## src/rtl/game_st_uart_tx_if.sv

```systemverilog
// Status-reporter bus: the game FSM side drives game_st/send_now, the
// reporter drives the UART line and its status flags.
//   game_st  : ASCII status byte (level)
//   send_now : one-cycle resend request
//   tx       : UART serial out, idle high
//   busy     : status sequence on the line
//   overrun  : one-cycle pulse when a queued status is replaced
interface game_st_uart_tx_if;
   logic [7:0] game_st;
   logic       send_now;
   logic       tx;
   logic       busy;
   logic       overrun;

   modport master (output game_st, send_now, input tx, busy, overrun);
   modport slave  (input game_st, send_now, output tx, busy, overrun);
endinterface

```

## src/rtl/game_st_uart_tx.sv

```systemverilog
// Serial status reporter. Sends the game status byte as UART 8N1 whenever it
// changes or on send_now, optionally followed by CR LF. One status can be
// queued while a sequence is on the line; replacing a queued status with a
// different value pulses overrun.
// Ports:
//   clk   : system clock, rising edge
//   reset : synchronous, active-high
//   bus   : game_st_uart_tx_if.slave (game_st, send_now in; tx, busy, overrun out)
//
// state | meaning
// IDLE  | line idle, waiting for a request
// START | start bit (tx=0)
// DATA  | 8 data bits, LSB first
// STOP  | stop bit (tx=1), then next char, pending status or idle
module game_st_uart_tx #(
   parameter int CLKS_PER_BIT = 868,
   parameter bit SEND_CRLF    = 1'b1
) (
   input  logic               clk,
   input  logic               reset,
   game_st_uart_tx_if.slave   bus
);

   localparam int            BW        = $clog2(CLKS_PER_BIT);
   localparam logic [BW-1:0] BAUD_LAST = BW'(CLKS_PER_BIT - 1);
   localparam logic [1:0]    LAST_IDX  = SEND_CRLF ? 2'd2 : 2'd0;

   typedef enum logic [1:0] {IDLE, START, DATA, STOP} state_t;

   state_t        state_q, state_d;
   logic [BW-1:0] baud_q, baud_d;
   logic [2:0]    bit_q, bit_d;
   logic [1:0]    idx_q, idx_d;
   logic [7:0]    byte_q, byte_d;
   logic [7:0]    last_q, last_d;
   logic [7:0]    pend_val_q, pend_val_d;
   logic          pend_flag_q, pend_flag_d;
   logic          tx_q, tx_d;
   logic          busy_q, busy_d;
   logic          overrun_q, overrun_d;

   logic req;
   logic baud_wrap;

   always_comb begin
      req         = (bus.game_st != last_q) || bus.send_now;
      baud_wrap   = (baud_q == BAUD_LAST);
      state_d     = state_q;
      baud_d      = baud_q;
      bit_d       = bit_q;
      idx_d       = idx_q;
      byte_d      = byte_q;
      last_d      = last_q;
      pend_val_d  = pend_val_q;
      pend_flag_d = pend_flag_q;
      tx_d        = tx_q;
      busy_d      = busy_q;
      overrun_d   = 1'b0;

      if (state_q == IDLE) begin
         if (req) begin
            byte_d  = bus.game_st;
            last_d  = bus.game_st;
            state_d = START;
            baud_d  = '0;
            bit_d   = 3'd0;
            idx_d   = 2'd0;
            tx_d    = 1'b0;
            busy_d  = 1'b1;
         end
      end else begin
         if (req) begin
            last_d      = bus.game_st;
            pend_val_d  = bus.game_st;
            pend_flag_d = 1'b1;
            if (pend_flag_q && (pend_val_q != bus.game_st))
               overrun_d = 1'b1;
         end

         baud_d = baud_wrap ? '0 : baud_q + BW'(1);

         if (baud_wrap) begin
            unique case (state_q)
               START: begin
                  state_d = DATA;
                  bit_d   = 3'd0;
                  tx_d    = byte_q[0];
               end
               DATA: begin
                  bit_d = bit_q + 3'd1;
                  if (bit_q == 3'd7) begin
                     state_d = STOP;
                     tx_d    = 1'b1;
                  end else begin
                     tx_d = byte_q[bit_d];
                  end
               end
               STOP: begin
                  if (idx_q != LAST_IDX) begin
                     idx_d   = idx_q + 2'd1;
                     byte_d  = (idx_q == 2'd0) ? 8'h0D : 8'h0A;
                     state_d = START;
                     tx_d    = 1'b0;
                  end else if (pend_flag_d) begin
                     // a request arriving on this very edge is already in
                     // pend_val_d, so the newest status wins
                     byte_d      = pend_val_d;
                     pend_flag_d = 1'b0;
                     idx_d       = 2'd0;
                     state_d     = START;
                     tx_d        = 1'b0;
                  end else begin
                     state_d = IDLE;
                     busy_d  = 1'b0;
                  end
               end
               default: state_d = IDLE;
            endcase
         end
      end
   end

   always_ff @(posedge clk) begin
      if (reset) begin
         state_q     <= IDLE;
         baud_q      <= '0;
         bit_q       <= 3'd0;
         idx_q       <= 2'd0;
         byte_q      <= 8'h00;
         last_q      <= 8'h00;
         pend_val_q  <= 8'h00;
         pend_flag_q <= 1'b0;
         tx_q        <= 1'b1;
         busy_q      <= 1'b0;
         overrun_q   <= 1'b0;
      end else begin
         state_q     <= state_d;
         baud_q      <= baud_d;
         bit_q       <= bit_d;
         idx_q       <= idx_d;
         byte_q      <= byte_d;
         last_q      <= last_d;
         pend_val_q  <= pend_val_d;
         pend_flag_q <= pend_flag_d;
         tx_q        <= tx_d;
         busy_q      <= busy_d;
         overrun_q   <= overrun_d;
      end
   end

   assign bus.tx      = tx_q;
   assign bus.busy    = busy_q;
   assign bus.overrun = overrun_q;

endmodule

```

## src/flat_wrapper.sv

```systemverilog
// flat-port wrapper written by rule: the top's interface ports become plain ports
module game_st_uart_tx_flat 
#(
   parameter int CLKS_PER_BIT = 868,
   parameter bit SEND_CRLF    = 1'b1
)
  (clk, reset, bus_game_st, bus_send_now, bus_tx, bus_busy, bus_overrun);
  game_st_uart_tx_if bus_i ();
  input  logic clk;
  input  logic reset;
  input wire logic [$bits(bus_i.game_st)-1:0] bus_game_st;
  input wire logic [$bits(bus_i.send_now)-1:0] bus_send_now;
  output wire logic [$bits(bus_i.tx)-1:0] bus_tx;
  output wire logic [$bits(bus_i.busy)-1:0] bus_busy;
  output wire logic [$bits(bus_i.overrun)-1:0] bus_overrun;
  assign bus_i.game_st = bus_game_st;
  assign bus_i.send_now = bus_send_now;
  assign bus_tx = bus_i.tx;
  assign bus_busy = bus_i.busy;
  assign bus_overrun = bus_i.overrun;
  game_st_uart_tx #(.CLKS_PER_BIT(CLKS_PER_BIT), .SEND_CRLF(SEND_CRLF)) u_core (.clk(clk), .reset(reset), .bus(bus_i));
endmodule
```

## config.mk

```make
export PLATFORM = sky130hd
export DESIGN_NAME = game_st_uart_tx_flat
export DESIGN_NICKNAME = d
export VERILOG_FILES = /design/src/rtl/game_st_uart_tx_if.sv /design/src/rtl/game_st_uart_tx.sv /design/src/flat_wrapper.sv
export SDC_FILE = /design/constraint.sdc
export NUM_CORES = 1
export LEC_CHECK = 0
export CORE_AREA = 2 2 88 90
export CTS_CLUSTER_DIAMETER = 200
export DETAILED_ROUTE_END_ITERATION = 8
export DIE_AREA = 0 0 90 92
export GPL_TIMING_DRIVEN = 0
export SETUP_SLACK_MARGIN = 0.1
export SLEW_MARGIN = 40
export SYNTH_ARGS = -nofsm -noshare
export SYNTH_HDL_FRONTEND = slang
export SYNTH_SLANG_ARGS = --single-unit
```

## constraint.sdc

```tcl
create_clock -name clk -period 6.56 [get_ports clk]
set_clock_uncertainty 0.2 [all_clocks]
set_input_delay 1.312 -clock clk [delete_from_list [all_inputs] [get_ports clk]]
set_output_delay 1.312 -clock clk [all_outputs]
set_load 0.02 [all_outputs]
```

* Word-level counts from Yosys, hierarchy flattened
Cells that the tools add are included.
Cells by class: add/subtract/negate cells 3, magnitude comparators 1, eq/ne operators 13, mux-type cells 49, bitwise logic cells 1, reduce and logical (&&, ||, !) cells 15
Operator list (number):
- 8-bit two-way mux | 7
- 10-bit two-way mux | 3
- 2-bit two-way mux | 11
- 1-bit two-way mux | 20
- 8-bit inequality test | 2
- 3-bit two-way mux | 4
- 10-bit by 1-bit adder with 10-bit output (second input constant) | 1
- 10-bit == test (second input constant) | 1
- 4-bit AND reduction | 2
- 2-bit by 1-bit inequality test with 1-bit output (second input constant) | 3
- 2-bit case mux with 3 select lines | 1
- 3-bit case mux with 2 select lines | 1
- 3-bit AND reduction | 2
- 3-bit nonzero test | 2
- 5-bit AND reduction | 1
- 2-bit == test (second input constant) | 2
- 2-bit zero test | 2
- 3-bit by 4-bit < comparator with 1-bit output (second input constant) | 1
- 4-bit by 1-bit inequality test with 1-bit output (second input constant) | 1
- 2-bit nonzero test | 2
- 4-bit nonzero test | 1
- 3-bit by 1-bit adder with 3-bit output (second input constant) | 1
- 1-bit binary-select mux with 3-bit select | 1
- 3-bit == test (second input constant) | 1
- other kinds (9) | 9
Word-level totals: register bits after elaboration 45, bits of input ports 11

* Logic depth before layout (Yosys ltp)
Gate-level depths: netlist of run 1.
word-level depth 9, mapped depth 9, gate-level depth less buffers 7

* Least setup slack after synthesis of run 1
Ideal clock, no wire load.
kind input -> register, start point input bus_game_st[7], end point register u_core.byte_q[5], arrival time 2.560 ns, data required time 6.230 ns, path slack 3.670 ns, stages on the path 6, path through xnor2_1 > nand4_1 > nor3_2 > clkbuf_1 > mux2i_1 > o32ai_1
On the way: cells in the longest elaborated chain, start to end 8, elaborated cells on any way between the ends 13, those cells by class eq/ne: 2; mux: 8; reduce/logical: 3
RTL lines:
- from (decl) | RTL line flat_wrapper.sv:11 | input wire logic [$bits(bus_i.game_st)-1:0] bus_game_st;
- 8-bit inequality test (*) | RTL line game_st_uart_tx.sv:46 | req = (bus.game_st != last_q) || bus.send_now;
- 1-bit logical OR (*) | RTL line game_st_uart_tx.sv:46
- 8-bit two-way mux | RTL line game_st_uart_tx.sv:72 | if (req) begin
- 8-bit two-way mux | RTL line game_st_uart_tx.sv:104 | end else if (pend_flag_d) begin
- 8-bit two-way mux | RTL line game_st_uart_tx.sv:99 | if (idx_q != LAST_IDX) begin
- 8-bit two-way mux | RTL line game_st_uart_tx.sv:83 | unique case (state_q)
- 8-bit two-way mux | RTL line game_st_uart_tx.sv:82 | if (baud_wrap) begin
- 8-bit two-way mux | RTL line game_st_uart_tx.sv:60 | if (state_q == IDLE) begin
- to (signal assigned) | RTL line game_st_uart_tx.sv:141 | byte_q <= byte_d;
- to (decl) | RTL line game_st_uart_tx.sv:34 | logic [7:0] byte_q, byte_d;
Every way passes the cells marked *; elsewhere a longest branch is shown, timed or not. The select of a mux whose other input is x is not followed. A chain may end at the register's enable or synchronous reset.

* Final worst setup path of run 1
start point input bus_game_st[2], end point register u_core.byte_q[5]
Same word-level chain as after synthesis.

==> results.tsv, run 1 <==
metric	value	unit
post_cts_buffers	0	
nets	318	
rows	32	
tightestPinTransition	0.628	ns
path_clk_slew	0.09	ns
synth_cell_types	50	
drc	0	
p_leak	0.997	nW
layout-drive-gt1-share	0.0698	
status	finished clean	
cp-end-kind	flop	
pre_cts_slack	2.48	ns
ys_seq_area_frac	0.364	
finalSetupViolCount	0	
finalCritPeriodShare	0.574	
hold_path_end	u_core.byte_q[5]$_SDFFE_PP0P_	
hp-start	u_core.byte_q[5]$_SDFFE_PP0P_	
postCtsHoldBufs	0	
synthToLayoutAreaGrowth	15.8	%
cts_resized	0	
slew_headroom	0.579	
syn-cell-area	2480	µm²
cts_root_buf	clkbuf_8	
start_kind	input port	
cp_data_arrival_time	3.75	ns
dpl.hpwl	4.54	mm
ctsHtreeMaxLevel	2	
crit_fanout	10	
grt_pass1_vias	2000	
synth_nets	298	
overflow	0	
cts_max_path_buffers	2	
num-fill-cells	765	
period_needed	3.77	ns
die_w	90	µm
ir_worst_vdd	0.0923	mV
worst_slack	2.79	ns
wire_per_inst	15.3	µm
grt.total_usage	0.155	
via_count	2142	
drt-total-wl	6.17	mm
numCtsBuffers	5	
slew_violations	0	
final_cell_mix	dfxtp_1 (45), nand2_1 (23), a21oi_1 (18)	
final_core_util	0.385	
cts_tree	built	
r2r_end	u_core.pend_flag_q$_SDFFE_PP0N_	
antenna_cells	0	
grt_pass1_wl	10.4	mm
syn_inst	280	
yosys_register_bits	45	
io_pins	14	
reg2reg_from	u_core.state_q[0]$_SDFFE_PP0P_	
yosysWarnings	0	
start_util	0.332	
via_per_inst	5.32	
clock.fmax	0.265	GHz
rsz0062_at_grt	no	
syn_avg_cell_area	8.84	µm²
antenna_found_initial	0	
async_flop_share	0	
maxCapViolations	0	
drt_iter0_markers	120	
synth_edf_count	0	
clock_latency	0.30	ns
die_area	8280	µm²
worstPathRequired	6.54	ns
hold_path_class	flop to flop	
r2r_slack	4.07	ns
synthFlopType	dfxtp_1	
path_class	input port to flop	
powerDensity	280	nW/µm²
dr.pass1.iters	6	
final_common_cell	dfxtp_1	
hold_viol	0	
globalplace.congestion	0.900	
reg2regPathDepth	7	
core	7450	µm²
cts_sinks	45	
whs_path_depth	2	
port_buffers	13	
total_power	0.803	mW
dieHeight	92	µm
ant_nets	0	
fin_setup_tns	0	ns
grt_start_max_net_pins	15	
## critical path: stages
cell and delay (ns):
clkdlybuf4s50_1 0.57, xnor2_1 0.26, nand4_1 0.17, nor3_2 0.58
clkbuf_1 0.38, mux2i_1 0.33, o32ai_1 0.13
## area by class of cell
type	instances	area (µm²)	share of cell area
buffer	17	76.3	0.0266
sequential	45	901	0.314
tap	102	128	0.0445
clock inverter	3	65.1	0.0227
timing repair buffer	13	130	0.0454
multi-input combinational	209	1470	0.511
clock buffer	5	68.8	0.0240
inverter	9	33.8	0.0118
## logic make-up (layout without fill, tap and decap cells)
logic type      Yosys count  after routing  synth area share
fa+ha+maj                 7              7            0.0354
flops                    45             45             0.364
buf+inv                  26             47            0.0445
mux                       9              9            0.0465
compound gates           72             72             0.207
simple gates             98             98             0.222
xor+xnor                 23             23            0.0814
## sequential cells by signal, summed over array words and instances (netlist names)
signal,cells
u_core.idx_q,2
u_core.state_q,2
u_core.bus.busy,1
u_core.bus.overrun,1
u_core.baud_q,10
u_core.bit_q,3
u_core.bus.tx,1
u_core.pend_val_q,8
u_core.last_q,8
u_core.pend_flag_q,1
u_core.byte_q,8
## how the worst max path moves through the flow
stage                         from                            end  cells past startpoint
finish              bus_game_st[2]  u_core.byte_q[5]$_SDFFE_PP0P_                      7
global route        bus_game_st[2]  u_core.byte_q[5]$_SDFFE_PP0P_                      7
detailed placement  bus_game_st[3]  u_core.byte_q[5]$_SDFFE_PP0P_                      7
floorplan           bus_game_st[7]  u_core.byte_q[5]$_SDFFE_PP0P_                      6
CTS                 bus_game_st[0]  u_core.byte_q[5]$_SDFFE_PP0P_                      7
global placement    bus_game_st[3]  u_core.byte_q[5]$_SDFFE_PP0P_                      7
## routing by layer
layer,part of all wire,wire [µm],up-vias,track usage
met5,0,0,-,0
met4,0.012,74,0,0.0487
met3,0.031,191,8,0.0205
met2,0.46,2850,53,0.248
met1,0.49,3050,1014,0.217
li1,-,-,1067,-
## cells in the mapped netlist (2+ instances only)
master / instances / share of area
o41ai_1: 2 / 0.0071
nor2_1: 17 / 0.026
nand2b_1: 2 / 0.0051
nor3_1: 5 / 0.010
and3_1: 5 / 0.013
a32oi_1: 5 / 0.018
nand2_1: 23 / 0.035
ha_1: 7 / 0.035
nor3b_1: 2 / 0.0061
nand4_1: 6 / 0.015
a211oi_1: 3 / 0.0091
o21ai_0: 16 / 0.032
a21oi_1: 18 / 0.036
o32ai_1: 4 / 0.014
nand3_1: 11 / 0.022
dfxtp_1: 45 / 0.36
o221a_1: 3 / 0.014
nor3_2: 2 / 0.0081
o311a_1: 2 / 0.0081
o31a_1: 2 / 0.0071
or3_1: 3 / 0.0076
a311oi_1: 3 / 0.011
clkbuf_1: 15 / 0.023
mux4_2: 2 / 0.018
a31oi_1: 5 / 0.013
mux2i_1: 7 / 0.028
inv_1: 9 / 0.014
a32o_1: 2 / 0.0081
nor2b_1: 12 / 0.030
xor2_1: 6 / 0.021
xnor2_1: 17 / 0.060
## report_power, final
group | switching [mW] | leakage, nW | internal [mW] | total [mW]
combinational | 0.130 | 0.559 | 0.0923 | 0.222
clock | 0.0998 | 0.0681 | 0.151 | 0.251
sequential | 0.0251 | 0.370 | 0.304 | 0.329
total | 0.255 | 0.997 | 0.548 | 0.803
## through the flow
step | area, µm² | hold slack (ns) | cells
after floorplan | 2480 | 0.246 | 280
after global placement | 2730 | 0.251 | 395
after detailed placement | 2730 | 0.262 | 395
after CTS | 2870 | 0.281 | 403
after global routing | 2870 | 0.301 | 403
final | 2870 | 0.281 | 403
Note: power is estimated with default switching activity, not from simulation.
==> inputs of run 2 (changes only) <==
==> constraint.sdc (replaced) <==
create_clock -name clk -period 3.7 [get_ports clk]
set_clock_uncertainty 0.2 [all_clocks]
set_input_delay 0.74 -clock clk [delete_from_list [all_inputs] [get_ports clk]]
set_output_delay 0.74 -clock clk [all_outputs]
set_load 0.02 [all_outputs]
==> results of run 2 <==
The final DEF is identical to that of run 1. Status: finished clean.
Main changes from that run: setup slack after placement 2.48 ns -> 0.192 ns; setup slack after layout 2.79 ns -> 0.505 ns; register-to-register setup slack 4.07 ns -> 1.21 ns; total power 0.803 mW -> 1.42 mW; worst IR drop on VDD 0.0923 mV -> 0.164 mV
==> inputs of run 3 (changes only) <==
--- a/config.mk
+++ b/config.mk
@@ -5,11 +5,14 @@
 export SDC_FILE = /design/constraint.sdc
 export NUM_CORES = 1
 export LEC_CHECK = 0
+export CELL_PAD_IN_SITES_DETAIL_PLACEMENT = 1
+export CELL_PAD_IN_SITES_GLOBAL_PLACEMENT = 2
 export CORE_AREA = 2 2 88 90
 export CTS_CLUSTER_DIAMETER = 200
 export DETAILED_ROUTE_END_ITERATION = 8
 export DIE_AREA = 0 0 90 92
 export GPL_TIMING_DRIVEN = 0
+export PLACE_DENSITY_LB_ADDON = 0.1
 export SETUP_SLACK_MARGIN = 0.1
 export SLEW_MARGIN = 40
 export SYNTH_ARGS = -nofsm -noshare
==> results.tsv, run 3 (synthesis gave the netlist of run 1 again) <==
metric	value	unit	change
status	finished clean		
ctsHtreeMaxLevel	2		unchanged
finalSetupViolCount	0		unchanged
ant_nets	0		unchanged
top_register	u_core.baud_q		
dr.pass1.iters	4		-2
grt_pass1_wl	11.9	mm	+14%
globalplace.congestion	0.754		-16%
overflow	0		unchanged
hold_viol	0		unchanged
cts_max_path_buffers	2		unchanged
synthToLayoutAreaGrowth	13.8	%	
multi_input_area	1470	µm²	unchanged
nets	318		unchanged
largest_reg_flops	10		unchanged
core	7450	µm²	unchanged
die_w	90	µm	unchanged
crit_fanout	10		unchanged
dp_cells	395		unchanged
hold_path_class	flop to flop		
cts_resized	0		unchanged
antenna_found_initial	0		unchanged
powerDensity	460	nW/µm²	
post_cts_buffers	0		unchanged
antenna_cells	0		unchanged
grt_start_max_net_pins	14		-1
switching_share	0.355		
rows	32		unchanged
layout.area.seq	901	µm²	unchanged
finalCritPeriodShare	0.908		
dieHeight	92	µm	unchanged
cp-end-kind	flop		
stdcell_count	403		unchanged
path_class	input port to flop		
grt.busiest_layer	met2		
clock_latency	0.30	ns	about the same
layout-drive-gt1-share	0.0631		-0.00664
ir_worst_vdd	0.176	mV	
die_area	8280	µm²	unchanged
start_kind	input port		
num-fill-cells	906		+18%
start_util	0.332		unchanged
cts_root_buf	clkbuf_8		
drt_iter0_markers	74		-38%
met2_usage	0.292		+0.0439
slew_violations	0		unchanged
final_cell_mix	dfxtp_1 (45), nand2_1 (23), a21oi_1 (18)		
path_clk_slew	0.08	ns	about the same
wire_per_inst	17.9	µm	+17%
maxCapViolations	0		unchanged
p_leak	0.967	nW	-3.0%
cp_data_arrival_time	3.33	ns	
switching_power	0.460	mW	
fin_setup_tns	0	ns	unchanged
slew_headroom	0.585		+0.00561
numCtsBuffers	5		unchanged
via_count	2159		+0.79%
port_buffers	13		unchanged
power.share.sequential	0.451		+0.041
postCtsHoldBufs	0		unchanged
drc	0		unchanged
final_common_cell	dfxtp_1		
combPwrFrac	0.311		+0.034
clock.fmax	0.298	GHz	
period_needed	3.36	ns	
io_pins	14		unchanged
intPower	0.837	mW	
cts_sinks	45		unchanged
clockPowerShare	0.238		-0.075
worstPathRequired	3.67	ns	
grt.total_usage	0.184		+0.0293
rsz0062_at_grt	no		
drt-total-wl	7.21	mm	+17%
dpl.hpwl	5.45	mm	+20%
grt.met3_usage	0.0271		+0.00657
grt_pass1_vias	2154		+7.7%
tightestPinTransition	0.620	ns	-0.00836 ns
via_per_inst	5.36		+0.79%
cts_tree	built		
grtUsageMet1	0.261		+0.0435
-- run 3: routing by layer --
metal | part of all wire | wire length [µm] | vias up
met5 | 0 | 0 | -
li1 | - | - | 1067
met1 | 0.50 | 3610 | 1056
met3 | 0.036 | 260 | 7
met2 | 0.45 | 3260 | 29
met4 | 0.011 | 77 | 0
-- run 3: worst max-delay path, stage by stage --
cell,delay (ns)
clkdlybuf4s50_1,0.66
xnor2_1,0.17
nand3_1,0.23
nor3_2,0.54
clkbuf_1,0.39
mux2i_1,0.44
o32ai_1,0.16
-- run 3: path summary, 6_finish.rpt --
path,cells past startpoint,slack (ns),start,end
max,7,0.34,bus_game_st[1],u_core.byte_q[5]$_SDFFE_PP0P_
min,2,0.29,u_core.byte_q[5]$_SDFFE_PP0P_,u_core.byte_q[5]$_SDFFE_PP0P_
max reg2reg,8,1.10,u_core.state_q[0]$_SDFFE_PP0P_,u_core.byte_q[5]$_SDFFE_PP0P_
min reg2reg,2,0.29,u_core.byte_q[5]$_SDFFE_PP0P_,u_core.byte_q[5]$_SDFFE_PP0P_
-- run 3: power groups by stage --
stage | logic, mW | registers (mW) | clock network [mW]
after floorplan | 0.280 | 0.588 | 0
after global placement | 0.404 | 0.594 | 0
after detailed placement | 0.407 | 0.597 | 0
after CTS | 0.408 | 0.586 | 0.322
after global routing | 0.451 | 0.594 | 0.338
final | 0.404 | 0.585 | 0.309
-- run 3: area by class of cell --
class,count,share of cell area
Clock buffer,7,0.0271
Sequential cell,45,0.320
Inverter,9,0.0120
Clock inverter,1,0.00266
Tap cell,102,0.0453
Timing Repair Buffer,13,0.0462
Multi-Input combinational cell,209,0.520
Buffer,17,0.0271
-- run 3: stage by stage --
step	hold WS, ns	area [µm²]	utilization	worst slack (ns)	total power, mW
2_1_floorplan	0.246	2480	-	1.38	0.868
3_3_place_gp	0.253	2730	0.367	0.0557	0.998
3_5_place_dp	0.273	2730	0.367	0.0341	1.00
4_1_cts	0.286	2820	0.378	0.356	1.32
5_1_grt	0.321	2820	0.378	0.205	1.38
6_report	0.287	2820	0.378	0.341	1.30
